===== config.mk =====
export PLATFORM = sky130hd
export DESIGN_NAME = r_station_q
export DESIGN_NICKNAME = d
export VERILOG_FILES = /design/src/rtl/rs_pkg.sv /design/src/rtl/rs_group_fifo.sv /design/src/rtl/r_station_q.sv
export SDC_FILE = /design/constraint.sdc
export NUM_CORES = 1
export LEC_CHECK = 0
export CAP_MARGIN = 10
export CORE_MARGIN = 2
export CORE_UTILIZATION = 35
export DETAILED_ROUTE_END_ITERATION = 7
export PLACE_DENSITY = 0.54
export SETUP_SLACK_MARGIN = 0.3
export SLEW_MARGIN = 20
export SYNTH_ARGS = -nofsm -noshare
export SYNTH_HDL_FRONTEND = slang
export SYNTH_SLANG_ARGS = --single-unit

===== constraint.sdc =====
create_clock -name clk -period 3.4 [get_ports clk]
set_input_delay 0.34 -clock clk [delete_from_list [all_inputs] [get_ports clk]]
set_output_delay 0.34 -clock clk [all_outputs]
set_load 0.01 [all_outputs]

===== src/rtl/rs_pkg.sv =====
// Shared definitions for the reservation station: NOP encoding, count-width helper
// and the default-width entry layout.
package rs_pkg;

  localparam int RS_UOP_W    = 20;
  localparam int RS_MAX_UOPS = 3;
  localparam int RS_DATA_W   = 16;

  localparam logic [19:0] NOP = 20'b0000_0000_1111_00_000_000;

  function automatic int cnt_w(input int max_uops);
    return $clog2(max_uops + 1);
  endfunction

  localparam int RS_CNT_W = cnt_w(RS_MAX_UOPS);

  // Field order matters: data sits in the LSBs so the FIFO can patch it generically.
  typedef struct packed {
    logic [RS_MAX_UOPS*RS_UOP_W-1:0] uops;
    logic [RS_CNT_W-1:0]             count;
    logic [RS_DATA_W-1:0]            pc;
    logic [RS_DATA_W-1:0]            data;
  } rs_entry_t;

endpackage


===== src/rtl/rs_group_fifo.sv =====
// Generic ENTRIES-deep FIFO of packed entries with flush, occupancy counter and a
// write port that overwrites the low DATA_W bits of the head entry.
module rs_group_fifo #(
  parameter int WIDTH   = 32,
  parameter int ENTRIES = 2,
  parameter int DATA_W  = 16
) (
  input  logic             clk,
  input  logic             a_rst,
  input  logic             flush,
  input  logic             push,
  input  logic [WIDTH-1:0] push_data,
  input  logic             pop,
  input  logic             head_wr,
  input  logic [DATA_W-1:0] head_wr_data,
  output logic [WIDTH-1:0] head,
  output logic             full,
  output logic             empty
);

  localparam int PTR_W = (ENTRIES > 1) ? $clog2(ENTRIES) : 1;
  localparam int OCC_W = $clog2(ENTRIES + 1);

  logic [WIDTH-1:0] mem_q [ENTRIES];
  logic [WIDTH-1:0] mem_d [ENTRIES];
  logic [PTR_W-1:0] rd_ptr_q, rd_ptr_d;
  logic [PTR_W-1:0] wr_ptr_q, wr_ptr_d;
  logic [OCC_W-1:0] occ_q, occ_d;

  function automatic logic [PTR_W-1:0] next_ptr(input logic [PTR_W-1:0] p);
    return (p == PTR_W'(ENTRIES - 1)) ? {PTR_W{1'b0}} : p + PTR_W'(1);
  endfunction

  assign full  = (occ_q == OCC_W'(ENTRIES));
  assign empty = (occ_q == {OCC_W{1'b0}});
  assign head  = mem_q[rd_ptr_q];

  // Next-state for storage, pointers and occupancy; flush wins over everything.
  always_comb begin
    mem_d    = mem_q;
    rd_ptr_d = rd_ptr_q;
    wr_ptr_d = wr_ptr_q;
    occ_d    = occ_q;
    if (flush) begin
      rd_ptr_d = {PTR_W{1'b0}};
      wr_ptr_d = {PTR_W{1'b0}};
      occ_d    = {OCC_W{1'b0}};
    end else begin
      // A head write racing a pop lands on the departing entry, so it is simply dropped.
      if (head_wr && !empty && !pop) begin
        mem_d[rd_ptr_q][DATA_W-1:0] = head_wr_data;
      end else begin
        mem_d[rd_ptr_q] = mem_q[rd_ptr_q];
      end
      if (push) begin
        mem_d[wr_ptr_q] = push_data;
        wr_ptr_d        = next_ptr(wr_ptr_q);
      end else begin
        wr_ptr_d = wr_ptr_q;
      end
      if (pop) begin
        rd_ptr_d = next_ptr(rd_ptr_q);
      end else begin
        rd_ptr_d = rd_ptr_q;
      end
      case ({push, pop})
        2'b10:   occ_d = occ_q + OCC_W'(1);
        2'b01:   occ_d = occ_q - OCC_W'(1);
        default: occ_d = occ_q;
      endcase
    end
  end

  // State registers.
  always_ff @(posedge clk or negedge a_rst) begin
    if (!a_rst) begin
      for (int i = 0; i < ENTRIES; i++) begin
        mem_q[i] <= {WIDTH{1'b0}};
      end
      rd_ptr_q <= {PTR_W{1'b0}};
      wr_ptr_q <= {PTR_W{1'b0}};
      occ_q    <= {OCC_W{1'b0}};
    end else begin
      mem_q    <= mem_d;
      rd_ptr_q <= rd_ptr_d;
      wr_ptr_q <= wr_ptr_d;
      occ_q    <= occ_d;
    end
  end

endmodule


===== src/rtl/r_station_q.sv =====
// Reservation station queue: buffers decoded uop groups and issues one uop per cycle
// to the EX scheduler, with head data-word bypass and synchronous flush.
module r_station_q import rs_pkg::*; #(
  parameter int  UOP_W    = 20,
  parameter int  MAX_UOPS = 3,
  parameter int  ENTRIES  = 2,
  parameter int  DATA_W   = 16,
  localparam int CNT_W    = cnt_w(MAX_UOPS)
) (
  input  logic                      clk,
  input  logic                      a_rst,
  input  logic                      flush,
  input  logic                      id_feed_valid,
  output logic                      id_feed_ready,
  input  logic [DATA_W-1:0]         id_pc,
  input  logic [MAX_UOPS*UOP_W-1:0] id_uops,
  input  logic [CNT_W-1:0]          id_uop_count,
  input  logic [DATA_W-1:0]         id_k16,
  input  logic [DATA_W-1:0]         mem_data_in,
  input  logic                      mem_data_wr,
  input  logic                      ex_sched_ack,
  output logic [UOP_W-1:0]          ex_uop_next,
  output logic                      ex_uop_last,
  output logic                      ex_is_valid,
  output logic [DATA_W-1:0]         ex_data_out,
  output logic [DATA_W-1:0]         ex_pc
);

  // Same layout as rs_entry_t, resized to this instance's parameters.
  typedef struct packed {
    logic [MAX_UOPS*UOP_W-1:0] uops;
    logic [CNT_W-1:0]          count;
    logic [DATA_W-1:0]         pc;
    logic [DATA_W-1:0]         data;
  } entry_t;

  localparam int              ENTRY_W = $bits(entry_t);
  localparam logic [UOP_W-1:0] NOP_UOP = UOP_W'(NOP);

  entry_t             push_entry_s;
  entry_t             head_s;
  logic [ENTRY_W-1:0] head_raw_s;
  logic               full_s, empty_s;
  logic               push_s, pop_s, advance_s, last_s;
  logic [UOP_W-1:0]   uop_sel_s;
  logic [CNT_W-1:0]   idx_q, idx_d;

  rs_group_fifo #(
    .WIDTH   (ENTRY_W),
    .ENTRIES (ENTRIES),
    .DATA_W  (DATA_W)
  ) u_fifo (
    .clk          (clk),
    .a_rst        (a_rst),
    .flush        (flush),
    .push         (push_s),
    .push_data    (push_entry_s),
    .pop          (pop_s),
    .head_wr      (mem_data_wr),
    .head_wr_data (mem_data_in),
    .head         (head_raw_s),
    .full         (full_s),
    .empty        (empty_s)
  );

  assign head_s = head_raw_s;

  // Handshake, advance/pop decision and next head index.
  always_comb begin
    push_entry_s.uops  = id_uops;
    push_entry_s.count = id_uop_count;
    push_entry_s.pc    = id_pc;
    push_entry_s.data  = id_k16;
    advance_s     = ex_sched_ack & ~empty_s;
    last_s        = ~empty_s & (idx_q == head_s.count - CNT_W'(1));
    pop_s         = advance_s & last_s;
    id_feed_ready = ~full_s | pop_s;
    // Zero-length groups complete the handshake but are never stored.
    push_s = id_feed_valid & id_feed_ready & (id_uop_count != {CNT_W{1'b0}}) & ~flush;
    if (flush) begin
      idx_d = {CNT_W{1'b0}};
    end else if (advance_s) begin
      idx_d = last_s ? {CNT_W{1'b0}} : idx_q + CNT_W'(1);
    end else begin
      idx_d = idx_q;
    end
  end

  // Uop select and EX-facing outputs, gated to reset values while empty.
  always_comb begin
    uop_sel_s = NOP_UOP;
    for (int i = 0; i < MAX_UOPS; i++) begin
      uop_sel_s = (idx_q == CNT_W'(i)) ? head_s.uops[i*UOP_W +: UOP_W] : uop_sel_s;
    end
    ex_is_valid = ~empty_s;
    ex_uop_last = last_s;
    ex_uop_next = empty_s ? NOP_UOP : uop_sel_s;
    ex_pc       = empty_s ? {DATA_W{1'b0}} : head_s.pc;
    if (empty_s) begin
      ex_data_out = {DATA_W{1'b0}};
    end else if (mem_data_wr) begin
      ex_data_out = mem_data_in;
    end else begin
      ex_data_out = head_s.data;
    end
  end

  // Head uop index register.
  always_ff @(posedge clk or negedge a_rst) begin
    if (!a_rst) begin
      idx_q <= {CNT_W{1'b0}};
    end else begin
      idx_q <= idx_d;
    end
  end

endmodule


* After elaboration in Yosys (flattened, before gate mapping)
Cells that the tools add are included.
** Word-level totals
- Bits in registers :: 194
- Output and inout port bits :: 55
- Word-level logic and storage cells :: 80
- Bits of input ports :: 116
** Operators by class
- Add/sub/neg operators :: 6
- Reduce and logical (&&, ||, !) cells :: 13
- Multiplexer cells :: 33
- Bitwise gates (word level) :: 12
- Equality and inequality tests :: 6
- Order comparisons :: 4
** Operators with widths (count)
- $bwmux W188 :: 3
- $mux W188 :: 3
- $mux W94 :: 5
- $demux W94 S1 :: 3
- $mux W20 :: 4
- $mux W16 :: 4
- $mux W2 :: 4
- $reduce_bool A2 Y1 :: 4
- $and A1 B1 Y1 :: 6
- $eq A2 B2 Y1 const B :: 3
- $mux W1 :: 6
- $add A2 B1 Y2 const B :: 2
- $eq A2 B1 Y1 const B :: 2
- $ge A2 B2 Y1 const B :: 2
- $logic_and A1 B1 Y1 :: 4
- $logic_not A2 Y1 :: 2
- $lt A2 B1 Y1 const B :: 2
- $not A1 Y2 :: 2
- $pmux W2 S2 :: 1
- $sub A2 B1 Y2 const B :: 2
- $not A1 Y1 :: 3
- $reduce_bool A3 Y1 :: 1
- $add A1 B1 Y1 const B :: 2
- $eq A2 B2 Y1 :: 1
- 2 further kinds :: 3

* Logic depth before layout (Yosys ltp)
- Word-level depth :: 15
- Mapped depth :: 9
- Mapped depth without buffers :: 7

* Cells and area by module
From an unflattened synthesis, not the netlist that was laid out.
** Second synthesis, totals
- Cell total of the unflattened synthesis :: 919
- Area total of the unflattened synthesis :: 9686.8 um^2
** By module, submodules not included
- rs_group_fifo :: area each 8717.1 um^2, cells each 767, instances 1, sequential area each 4804.6 um^2
- r_station_q :: area each 969.7 um^2, cells each 152, instances 1, sequential area each 50.0 um^2

* Least setup slack after synthesis
Ideal clock, no wire load.
- Path type :: register to output
- From :: register u_fifo.rd_ptr_q
- To :: output ex_uop_next[10]
- Slack :: 1.057 ns
- Stages on the path, launching flop included :: 8
- Path buffers :: 4
- Required time :: 3.060 ns
- Arrival time :: 2.003 ns
- Cells stage by stage :: dfrtp_1 > buf_4 > clkbuf_1 > buf_1 > buf_2 > mux2_2 > a21oi_1 > nand2_1
** On the way
- Cells in the longest elaborated chain, start to end :: 8
** Ends and longest elaborated chain
- start: declaration :: RTL line rs_group_fifo.sv:26 : logic [PTR_W-1:0] rd_ptr_q, rd_ptr_d;
- start signal: assignment :: RTL line rs_group_fifo.sv:80 : rd_ptr_q <= {PTR_W{1'b0}};
- start signal: assignment :: RTL line rs_group_fifo.sv:85 : rd_ptr_q <= rd_ptr_d;
- $not A1 Y2 (implied by the code) (*) :: RTL line rs_group_fifo.sv:36 : assign head = mem_q[rd_ptr_q];
- $mux W94 (implied by the code) (*) (3 in a row) :: RTL line rs_group_fifo.sv:36
- $mux W20 (2 in a row) :: RTL line r_station_q.sv:93 : uop_sel_s = (idx_q == CNT_W'(i)) ? head_s.uops[i*UOP_W +: UOP_W] : uop_sel_s;
- $mux W20 (*) :: RTL line r_station_q.sv:93
- $mux W20 (*) :: RTL line r_station_q.sv:97 : ex_uop_next = empty_s ? NOP_UOP : uop_sel_s;
- end: declaration :: RTL line r_station_q.sv:22 : output logic [UOP_W-1:0] ex_uop_next,
Every way passes the cells marked *; elsewhere a longest branch is shown, timed or not. The select of a mux whose other input is x is not followed.

* Final worst setup path
- From :: register idx_q[0]
- To :: output ex_uop_next[5]
** On the way
- Cells in the longest elaborated chain, start to end :: 5
- Elaborated cells between the ends (all ways) :: 7
- Those cells by class :: eq/ne: 2; mux: 4; reduce/logical: 1
** Ends and longest elaborated chain
- start: declaration :: RTL line r_station_q.sv:46 : logic [CNT_W-1:0] idx_q, idx_d;
- start signal: assignment :: RTL line r_station_q.sv:111 : idx_q <= {CNT_W{1'b0}};
- start signal: assignment :: RTL line r_station_q.sv:113 : idx_q <= idx_d;
- $logic_not A2 Y1 :: RTL line r_station_q.sv:93
- $mux W20 (2 in a row) :: RTL line r_station_q.sv:93
- $mux W20 (*) :: RTL line r_station_q.sv:93
- $mux W20 (*) :: RTL line r_station_q.sv:97
Every way passes the cells marked *; elsewhere a longest branch is shown, timed or not.

==> impl_results.rst <==
.. list-table::
   :header-rows: 1

   * - Metric
     - Value
   * - Hpwl dp
     - 14.8 mm
   * - Clock buffer depth
     - 2
   * - Remaining global-route overflow
     - 0
   * - Syn. warnings
     - 0
   * - Power per Cell Area
     - 664 nW/µm²
   * - Highest attainable clock frequency
     - 328 MHz
   * - Least-Margin Pin Slew
     - 0.758 ns
   * - Crit start category
     - register
   * - Worst IR Drop VDD
     - 0.000262 V
   * - Outcome
     - finished, final reports clean
   * - Top-Level Pins
     - 171
   * - Placeable core region
     - 26800 µm²
   * - Worst min path class
     - input pin to async pin
   * - Summed negative setup slack over all endpoints
     - 0 ns
   * - Start-to-end type of the worst setup path
     - register to output port
   * - Endpoint of the worst-slack reg-to-reg timing path
     - u_fifo.mem_q[68]
   * - Yosys cell types
     - 34
   * - Global-route total usage across every layer
     - 0.170
   * - Cell types with the largest area share after synthesis
     - sky130_fd_sc_hd__dfrtp_1 51%, sky130_fd_sc_hd__mux2_2 23%, sky130_fd_sc_hd__mux2i_1 9.5%
   * - Most area-hungry cell type in the Yosys netlist
     - sky130_fd_sc_hd__dfrtp_1
   * - Insertion delay to the later sink of the worst-skew pair
     - 0.43 ns
   * - Req. time, crit path
     - 3.06 ns
   * - Maximum clock skew at final layout
     - 0.0161 ns
   * - Setup repair after global routing missed its margin
     - true
   * - H-Tree Level Count
     - 4
   * - Register-to-Register Path Depth
     - 6
   * - Total nets after synthesis
     - 877
   * - CTS clock-pin slew for the worst setup and hold paths
     - 0.07 ns
   * - Area growth from synthesis to layout
     - 29.7%
   * - Max-Cap Viols
     - 0
   * - Area enclosed by the die boundary
     - 28400 µm²
   * - Aggregate routed wire length
     - 23.5 mm
   * - Clock root buffer master
     - sky130_fd_sc_hd__clkbuf_16
   * - Synthesized instance count
     - 758
   * - Height of the die
     - 169 µm
   * - Drt first pass iters
     - 5
   * - Main synth FF type
     - sky130_fd_sc_hd__dfrtp_1
   * - Setup-failing EPs final
     - 0
   * - Antenna diode count
     - 0
   * - Placer's final routability congestion estimate
     - 0.717
   * - Most frequent cells in the layout
     - 191 x sky130_fd_sc_hd__mux2_2, 191 x sky130_fd_sc_hd__dfrtp_1, 167 x sky130_fd_sc_hd__clkdlybuf4s50_1, 90 x sky130_fd_sc_hd__mux2i_1, 54 x sky130_fd_sc_hd__nor2_1
   * - Port buffer count
     - 170
   * - Worst Hold Margin
     - 0.482 ns
   * - Worst path arrival time
     - 2.71 ns
   * - Part of the Yosys area used for sequential elements
     - 0.512
   * - Average vias per placed instance
     - 5.06
   * - Final routed DRC violation total
     - 0
   * - Filler instances
     - 2476
   * - DRT iter0 DRCs
     - 315
   * - Initial standard-cell utilization of the core
     - 0.354
   * - Standard-cell row count
     - 60
   * - Relative slew slack
     - 0.489
   * - Via count of the first global-routing pass
     - 6716
   * - Element type at the critical path end
     - output port
   * - Per-cell routed wire length
     - 18.6 µm
   * - Number of hold violations in the final report
     - 0
   * - Antenna violations before repair
     - 1
   * - Crit path max fanout
     - 26
   * - Final count of pins violating max slew
     - 0
   * - Time the final worst path needs with I/O delays and setup
     - 3.05 ns
   * - Number of synthesized flops with an enable pin
     - 0
   * - Clock buffer count from CTS
     - 17
   * - X dimension of the die
     - 169 µm
   * - Post-synthesis cell area
     - 9480 µm²
   * - Post-route fraction of the period consumed by the critical path
     - 0.898
   * - Global-route wire length before repair
     - 37.5 mm
   * - Pin count of the biggest net entering global routing
     - 87
   * - Detail Route Antenna Nets
     - 0
   * - TritonCTS clock tree
     - done
   * - Sinks on the clock net
     - 194
   * - Number of nets at the end of the flow
     - 1033
   * - Fraction of post-synthesis cell area in the top cell type by area
     - 0.512
   * - Fraction of final layout cells with drive strength greater than 1
     - 0.289
   * - RR Startpoint
     - u_fifo.rd_ptr_q
   * - Setup slack on the worst flop-to-flop path
     - 0.69 ns
   * - Vias after detailed routing
     - 6419
   * - Mapped Avg Cell Area
     - 12.5 µm²
   * - Fraction of registers with async set or reset after synthesis
     - 1.00
   * - Synthesis-stage register bit count
     - 194
   * - Static leakage
     - 0.00491 µW
kinds of logic (layout without fill, tap and decap cells):
group                      count (synthesis)  count (layout)  synth area share
AOI/OAI and AO/OA                         98              98            0.0655
xor gates and xnor gates                   3               3           0.00356
adders and majority gates                  3               3           0.00396
buffers and inverters                     63             232            0.0370
DFF                                      194             194             0.512
muxes                                    283             283             0.327
and+or+nand+nor                          114             114            0.0512
worst max-delay path, stage by stage (launching register included):
cell                              delay [ns]
sky130_fd_sc_hd__dfrtp_2                0.45
sky130_fd_sc_hd__inv_1                  0.11
sky130_fd_sc_hd__ha_1                   0.18
sky130_fd_sc_hd__buf_6                  0.26
sky130_fd_sc_hd__buf_4                  0.26
sky130_fd_sc_hd__a221oi_1               0.09
sky130_fd_sc_hd__a211oi_1               0.31
sky130_fd_sc_hd__clkdlybuf4s50_1        0.60
repair_timing:
| item | CTS | global route |
|---|---|---|
| endpoints found under the setup margin | 11 | 19 |
| endpoints found under the hold margin | 67 | 0 |
| buffers inserted | 0 | 2 |
| gates cloned | 0 | 1 |
| resized for setup | 6 | 15 |
| hold buffers | 1 | 0 |
state kept, by name, summed over array words and instances (netlist names):
| register | count |
|---|---|
| u_fifo.mem_q | 188 |
| idx_q | 2 |
| u_fifo.occ_q | 2 |
| u_fifo.rd_ptr_q | 1 |
| u_fifo.wr_ptr_q | 1 |
per-layer routing:
metal | vias to the layer above | global-route usage | share of wire
met5 | - | 0 | 0.00068
li1 | 3053 | - | -
met2 | 117 | 0.276 | 0.48
met4 | 2 | 0.0382 | 0.011
met1 | 3231 | 0.229 | 0.47
met3 | 16 | 0.0435 | 0.044
worst max path at each step:
stage	from	to	slack (ns)	depth (start not counted)
2_1_floorplan	u_fifo.rd_ptr_q	ex_uop_next[10]	1.06	7
3_3_place_gp	ex_sched_ack	u_fifo.mem_q[57]	0.57	7
3_5_place_dp	ex_sched_ack	u_fifo.mem_q[68]	0.53	7
4_1_cts	u_fifo.rd_ptr_q	ex_uop_next[12]	0.29	5
5_1_grt	idx_q[0]	ex_uop_next[15]	0.21	7
6_report	idx_q[0]	ex_uop_next[5]	0.35	7
through the flow:
stage          std cells  cell area (µm²)  setup WS [ns]  total power [µW]   util
2_1_floorplan        758             9480           1.06              5150      -
3_3_place_gp        1232            11500          0.573              6010  0.430
3_5_place_dp        1232            11500          0.530              6070  0.430
4_1_cts             1265            12200          0.286              8220  0.455
5_1_grt             1268            12300          0.211              8720  0.459
6_report            1268            12300          0.347              8160  0.459
report_power, final:
group | leakage, µW | switching, µW | total, µW | internal [µW]
logic | 0.00230 | 1020 | 2470 | 1450
clock network | 0.000303 | 1010 | 2090 | 1080
registers | 0.00231 | 417 | 3590 | 3170
total | 0.00491 | 2450 | 8160 | 5710
cell usage after synthesis, types with 2 or more instances:
library cell               instances
sky130_fd_sc_hd__mux2i_1          90
sky130_fd_sc_hd__dfrtp_1         194
sky130_fd_sc_hd__a21oi_1          39
sky130_fd_sc_hd__nand2_1          28
sky130_fd_sc_hd__a211oi_1         16
sky130_fd_sc_hd__clkbuf_1         21
sky130_fd_sc_hd__nor2_1           54
sky130_fd_sc_hd__mux2_2          191
sky130_fd_sc_hd__nor3_1           20
sky130_fd_sc_hd__a221oi_1         19
sky130_fd_sc_hd__buf_1             5
sky130_fd_sc_hd__buf_6             7
sky130_fd_sc_hd__buf_2            13
sky130_fd_sc_hd__and4_1            2
sky130_fd_sc_hd__nand3_1           2
sky130_fd_sc_hd__buf_4            11
sky130_fd_sc_hd__inv_1             4
sky130_fd_sc_hd__nor2b_1           4
sky130_fd_sc_hd__o21ai_0          21
sky130_fd_sc_hd__ha_1              3
area by class of cell:
class	count	area [µm²]	area share
Clock buffer	18	439	0.0357
Clock inverter	14	189	0.0154
Inverter	5	18.8	0.00153
Multi-Input combinational cell	501	4340	0.353
Sequential cell	194	4860	0.396
Tap cell	341	427	0.0347
Timing Repair Buffer	195	2010	0.164
(Power assumes the default switching activity.)
